## config.mk

```make
export PLATFORM = sky130hd
export DESIGN_NAME = wb_cmd_master
export DESIGN_NICKNAME = d
export VERILOG_FILES = /design/src/rtl/wb_pkg.sv /design/src/rtl/wb_timeout_ctr.sv /design/src/rtl/wb_cmd_master.sv
export SDC_FILE = /design/constraint.sdc
export NUM_CORES = 1
export LEC_CHECK = 0
export CORE_MARGIN = 1.5
export CORE_UTILIZATION = 29
export DETAILED_ROUTE_END_ITERATION = 16
export PLACE_DENSITY_LB_ADDON = 0.1
export SLEW_MARGIN = 20
export SYNTH_ARGS = -nofsm -noshare
export SYNTH_HDL_FRONTEND = slang
export SYNTH_SLANG_ARGS = --single-unit
```

## constraint.sdc

```tcl
create_clock -name i_clk -period 2.9 [get_ports i_clk]
set_input_delay 0.29 -clock i_clk [delete_from_list [all_inputs] [get_ports i_clk]]
set_output_delay 0.29 -clock i_clk [all_outputs]
set_load 0.02 [all_outputs]
```

## src/rtl/wb_pkg.sv

```systemverilog
`default_nettype none
// ------------------------------------------------------------------
// wb_pkg - shared Wishbone widths and master FSM state type. Rev 1.0
// ------------------------------------------------------------------
package wb_pkg;

  localparam int WB_AW   = 30;
  localparam int WB_DW   = 32;
  localparam int WB_SELW = 4;

  typedef enum logic [1:0] {
    ST_IDLE = 2'd0,
    ST_REQ  = 2'd1,
    ST_WAIT = 2'd2,
    ST_RESP = 2'd3
  } master_state_t;

endpackage
`default_nettype wire

```

## src/rtl/wb_timeout_ctr.sv

```systemverilog
`default_nettype none
// ------------------------------------------------------------------
// wb_timeout_ctr - counts enabled cycles, flags the LIMIT-th. Rev 1.0
// ------------------------------------------------------------------
module wb_timeout_ctr #(
  parameter int LIMIT = 64
) (
  input  logic i_clk,
  input  logic i_reset,
  input  logic clear,
  input  logic enable,
  output logic expired
);

  localparam int CW = $clog2(LIMIT);

  logic [CW-1:0] count;

  always_ff @(posedge i_clk) begin
    if (i_reset || clear) begin
      count <= '0;
    end else if (enable) begin
      count <= count + CW'(1);
    end
  end

  // Count holds the number of earlier enabled cycles, so this is the LIMIT-th one.
  assign expired = enable && (count == CW'(LIMIT - 1));

endmodule
`default_nettype wire

```

## src/rtl/wb_cmd_master.sv

```systemverilog
`default_nettype none
// ------------------------------------------------------------------
// wb_cmd_master - single-outstanding pipelined Wishbone command master.
// Optional bus timeout via WB_MASTER_TIMEOUT_EN. Rev 1.0
// ------------------------------------------------------------------
module wb_cmd_master
  import wb_pkg::*;
#(
  parameter int TIMEOUT_CYCLES = 64
) (
  input  logic               i_clk,
  input  logic               i_reset,
  input  logic               i_cmd_valid,
  output logic               o_cmd_ready,
  input  logic               i_cmd_we,
  input  logic [WB_AW-1:0]   i_cmd_addr,
  input  logic [WB_DW-1:0]   i_cmd_data,
  input  logic [WB_SELW-1:0] i_cmd_sel,
  output logic               o_rsp_valid,
  input  logic               i_rsp_ready,
  output logic [WB_DW-1:0]   o_rsp_data,
  output logic               o_rsp_err,
  output logic               o_wb_cyc,
  output logic               o_wb_stb,
  output logic               o_wb_we,
  output logic [WB_AW-1:0]   o_wb_addr,
  output logic [WB_DW-1:0]   o_wb_data,
  output logic [WB_SELW-1:0] o_wb_sel,
  input  logic               i_wb_ack,
  input  logic               i_wb_stall,
  input  logic               i_wb_err,
  input  logic [WB_DW-1:0]   i_wb_data
);

  master_state_t      state, state_n;
  logic               wb_cyc, wb_cyc_n, wb_stb, wb_stb_n, wb_we, wb_we_n;
  logic [WB_AW-1:0]   wb_addr, wb_addr_n;
  logic [WB_DW-1:0]   wb_data, wb_data_n;
  logic [WB_SELW-1:0] wb_sel, wb_sel_n;
  logic               rsp_valid, rsp_valid_n, rsp_err, rsp_err_n;
  logic [WB_DW-1:0]   rsp_data, rsp_data_n;
  logic               timeout, bus_take, bus_end;

`ifdef WB_MASTER_TIMEOUT_EN
  wb_timeout_ctr #(.LIMIT(TIMEOUT_CYCLES)) u_timeout (
    .i_clk   (i_clk),
    .i_reset (i_reset),
    .clear   (!wb_cyc),
    .enable  (wb_cyc),
    .expired (timeout)
  );
`else
  logic unused_timeout_cfg;
  assign unused_timeout_cfg = (TIMEOUT_CYCLES < 2);
  assign timeout            = 1'b0;
`endif

  // Slave replies only count once the strobe has been accepted (or afterwards).
  assign bus_take = (state == ST_WAIT) || ((state == ST_REQ) && !i_wb_stall);
  assign bus_end  = bus_take && (i_wb_ack || i_wb_err);

  always_ff @(posedge i_clk) begin
    if (i_reset) begin
      state     <= ST_IDLE;
      wb_cyc    <= 1'b0;
      wb_stb    <= 1'b0;
      wb_we     <= 1'b0;
      wb_addr   <= '0;
      wb_data   <= '0;
      wb_sel    <= '0;
      rsp_valid <= 1'b0;
      rsp_data  <= '0;
      rsp_err   <= 1'b0;
    end else begin
      state     <= state_n;
      wb_cyc    <= wb_cyc_n;
      wb_stb    <= wb_stb_n;
      wb_we     <= wb_we_n;
      wb_addr   <= wb_addr_n;
      wb_data   <= wb_data_n;
      wb_sel    <= wb_sel_n;
      rsp_valid <= rsp_valid_n;
      rsp_data  <= rsp_data_n;
      rsp_err   <= rsp_err_n;
    end
  end

  always_comb begin
    state_n     = state;
    wb_cyc_n    = wb_cyc;
    wb_stb_n    = wb_stb;
    wb_we_n     = wb_we;
    wb_addr_n   = wb_addr;
    wb_data_n   = wb_data;
    wb_sel_n    = wb_sel;
    rsp_valid_n = rsp_valid;
    rsp_data_n  = rsp_data;
    rsp_err_n   = rsp_err;
    unique case (state)
      ST_IDLE: begin
        if (i_cmd_valid) begin
          state_n   = ST_REQ;
          wb_cyc_n  = 1'b1;
          wb_stb_n  = 1'b1;
          wb_we_n   = i_cmd_we;
          wb_addr_n = i_cmd_addr;
          wb_data_n = i_cmd_data;
          wb_sel_n  = i_cmd_sel;
        end
      end
      ST_REQ, ST_WAIT: begin
        if ((state == ST_REQ) && !i_wb_stall) begin
          state_n  = ST_WAIT;
          wb_stb_n = 1'b0;
        end
        if (bus_end) begin
          state_n     = ST_RESP;
          wb_cyc_n    = 1'b0;
          wb_stb_n    = 1'b0;
          rsp_valid_n = 1'b1;
          rsp_err_n   = i_wb_err;
          rsp_data_n  = (i_wb_err || wb_we) ? '0 : i_wb_data;
        end else if (timeout) begin
          state_n     = ST_RESP;
          wb_cyc_n    = 1'b0;
          wb_stb_n    = 1'b0;
          rsp_valid_n = 1'b1;
          rsp_err_n   = 1'b1;
          rsp_data_n  = '0;
        end
      end
      ST_RESP: begin
        if (i_rsp_ready) begin
          state_n     = ST_IDLE;
          rsp_valid_n = 1'b0;
        end
      end
      default: state_n = ST_IDLE;
    endcase
  end

  assign o_cmd_ready = (state == ST_IDLE);
  assign o_wb_cyc    = wb_cyc;
  assign o_wb_stb    = wb_stb;
  assign o_wb_we     = wb_we;
  assign o_wb_addr   = wb_addr;
  assign o_wb_data   = wb_data;
  assign o_wb_sel    = wb_sel;
  assign o_rsp_valid = rsp_valid;
  assign o_rsp_data  = rsp_data;
  assign o_rsp_err   = rsp_err;

endmodule
`default_nettype wire

```

==> flow_summary.ini <==
[route]
drtIter0Drc = 257
drtPass1Iterations = 4
via_per_inst = 4.428
dr.max_layer_used = met4
num_vias = 3746
dr_wl_met3_um = 992
routedWlPerCell_um = 13.61
drc_errors = 0
wl_met2_um = 5347
wl_met1_um = 5003
drtAntennaViolNets = 0
drt_wl_total_um = 11520

[timing]
final-setup-viol-count = 0
drv_slew = 0
hold_ws_ns = 0.4487
period_share_pct = 71.62
rsz0062_at_grt = no
fin_skew_ns = 0.006419
worstMarginPinSlew_ns = 0.8419
max_freq_mhz = 481.4
finalHoldViolCount = 0
fin_crit_ns = 2.077
slew_headroom_pct = 43.88
final.setup.tns_ns = 0

[worst_setup_path]
crit_type = reg2reg
cp.arrival_ns = 2.34
crit_fanout = 34
worst-endpoint-required_ns = 3.16
end_kind = flop
start_kind = flop

[cts]
hold_buffers = 0
clock-sinks = 105
clock_path_buffers = 2
cts_resized = 0
cts_inserted_buffers = 9
cts_tree = built
clk_latency_ns = 0.34
htreeDepth = 3
post_cts_buffers = 0
path_clk_slew_ns = 0.06
root_buffer = clkbuf_16

[outcome]
status = complete, no violations

[cells_and_area]
diodes = 0
drive_gt1_share_pct = 4.154
regArea_mm2 = 0.002102
multi_input_area_mm2 = 0.001523
fin_cells = 846
area_growth_pct = 64.01
fill_cells = 1238
layout.nets = 780

[power]
p_leak_nw = 2.243
ir_worst_vdd_uv = 384.5
power_density_mw_per_mm2 = 684.2
finalPower_mw = 4.323

[synthesis]
yosys_most_used_dff = dfxtp_1
synth_common_cells = nand2_1, a21oi_1, dfxtp_1
syn-cell-area_mm2 = 0.003852
netlist_instances = 479
async_flop_share_pct = 0
seq_area_frac_synth_pct = 54.56
synth_top_area_share_pct = 54.56
yosys-top-cells-area = dfxtp_1, nand2_1, a21oi_1
yosysMostFrequentCell = nand2_1
synth.avg_cell_area_um2 = 8.043
syn_nets = 589
synth_cell_types = 23
synth_largest_area_cell = dfxtp_1
ys_ff_latch = 105
synth_edf_count = 0
yosys_warnings = 0

[placement]
port_buffers = 209
dp_cells = 831
gp_congestion = 0.7490
hpwl_um = 7985

[floorplanning]
start_util_pct = 30.16
core_mm2 = 0.01277
die_area_mm2 = 0.01398
die-width_um = 118.3
fp.dieH_um = 118.3
ioPinCount = 210
num_rows = 41

[global_routing]
grt_pass1_vias = 3651
grt_usage_pct = 16.42
grt_pass1_wl_um = 18490
grt_max_degree = 79
antenna_found_initial = 0
grt_overflow_total = 0

[run]
cap_violations = 0

[hold_path]
hold_path_class = reg2reg
## path summary, 6_finish.rpt
| kind | start | to | slack (ns) | depth (start not counted) |
|---|---|---|---|---|
| min reg2reg | o_rsp_data[12] | o_rsp_data[12] | 0.45 | 2 |
| max | state[0] | o_rsp_data[16] | 0.82 | 6 |
| min | o_rsp_data[12] | o_rsp_data[12] | 0.45 | 2 |
| max reg2reg | state[0] | o_rsp_data[16] | 0.82 | 6 |
## placed cells by master (no fill, tap or decap)
cell type        count
inv_1                5
clkdlybuf4s50_1    208
nor2b_4              1
nor2_2               1
nor2b_1              1
nand2_2              1
o21bai_1             1
bufinv_16            1
clkbuf_8             2
a221oi_1             1
a311oi_1             1
and2_2               1
buf_4                8
nand2_1            169
buf_12               1
nand3_1             33
clkbuf_16            9
dfxtp_1            105
clkbuf_1             2
a21oi_1            105
clkinvlp_4           1
and2_1               1
o21ai_0              3
nor2_1               3
a31oi_1              1
ha_1                 4
o221ai_2             1
nand2b_1             2
o221a_2              1
nor3_1               1
## power breakdown
part           internal (mW)  switching (mW)  leakage (nW)  total [mW]
Combinational          0.621           0.769          1.24        1.39
Clock                  0.713           0.507         0.142        1.22
Sequential              1.62          0.0922         0.857        1.71
Total                   2.96            1.37          2.24        4.32
## worst max-delay path: stages, from the launching register on
cell	delay, ns
dfxtp_1	0.38
inv_1	0.09
ha_1	0.42
o221a_2	0.68
buf_4	0.22
nand3_1	0.07
a21oi_1	0.14
## per-stage QoR
step           util [%]  worst slack, ns  cell area (um^2)
5_1_grt           49.47           0.6109              6319
4_1_cts           49.47           0.8024              6319
2_1_floorplan         -            1.350              3852
3_3_place_gp      47.13           0.8252              6021
3_5_place_dp      47.13           0.8132              6021
6_report          49.47           0.8229              6319
## logic make-up after synthesis
kind of cell,share of synthesized area [%]
AND/OR/NAND/NOR,22.54
AO/OA/AOI/OAI,15.52
flip-flops,54.56
buffers and inverters,6.073
adder cells (fa/ha/maj),1.299
## flip-flops by register name (all words and copies together) (netlist names)
name and flops:
o_rsp_err 1, o_wb_stb 1, state 2, o_wb_cyc 1, o_wb_we 1, o_wb_data 32
o_wb_sel 4, o_wb_addr 30, o_rsp_valid 1, o_rsp_data 32
## final cells by class
type	count	share of cell area, %
repair buffers	217	34.22
flip-flops and latches	105	33.27
multi-input cells	332	24.10
clock buffers	13	4.119
well taps	172	3.406
clock inverters	2	0.5941
inverters	5	0.2970
## layer usage
layer,vias to the layer above,track usage [%]
met5,-,0
li1,1944,-
met2,128,25.84
met1,1664,20.18
met4,0,6.174
met3,10,6.467
Power figures use the tool's default switching activity.
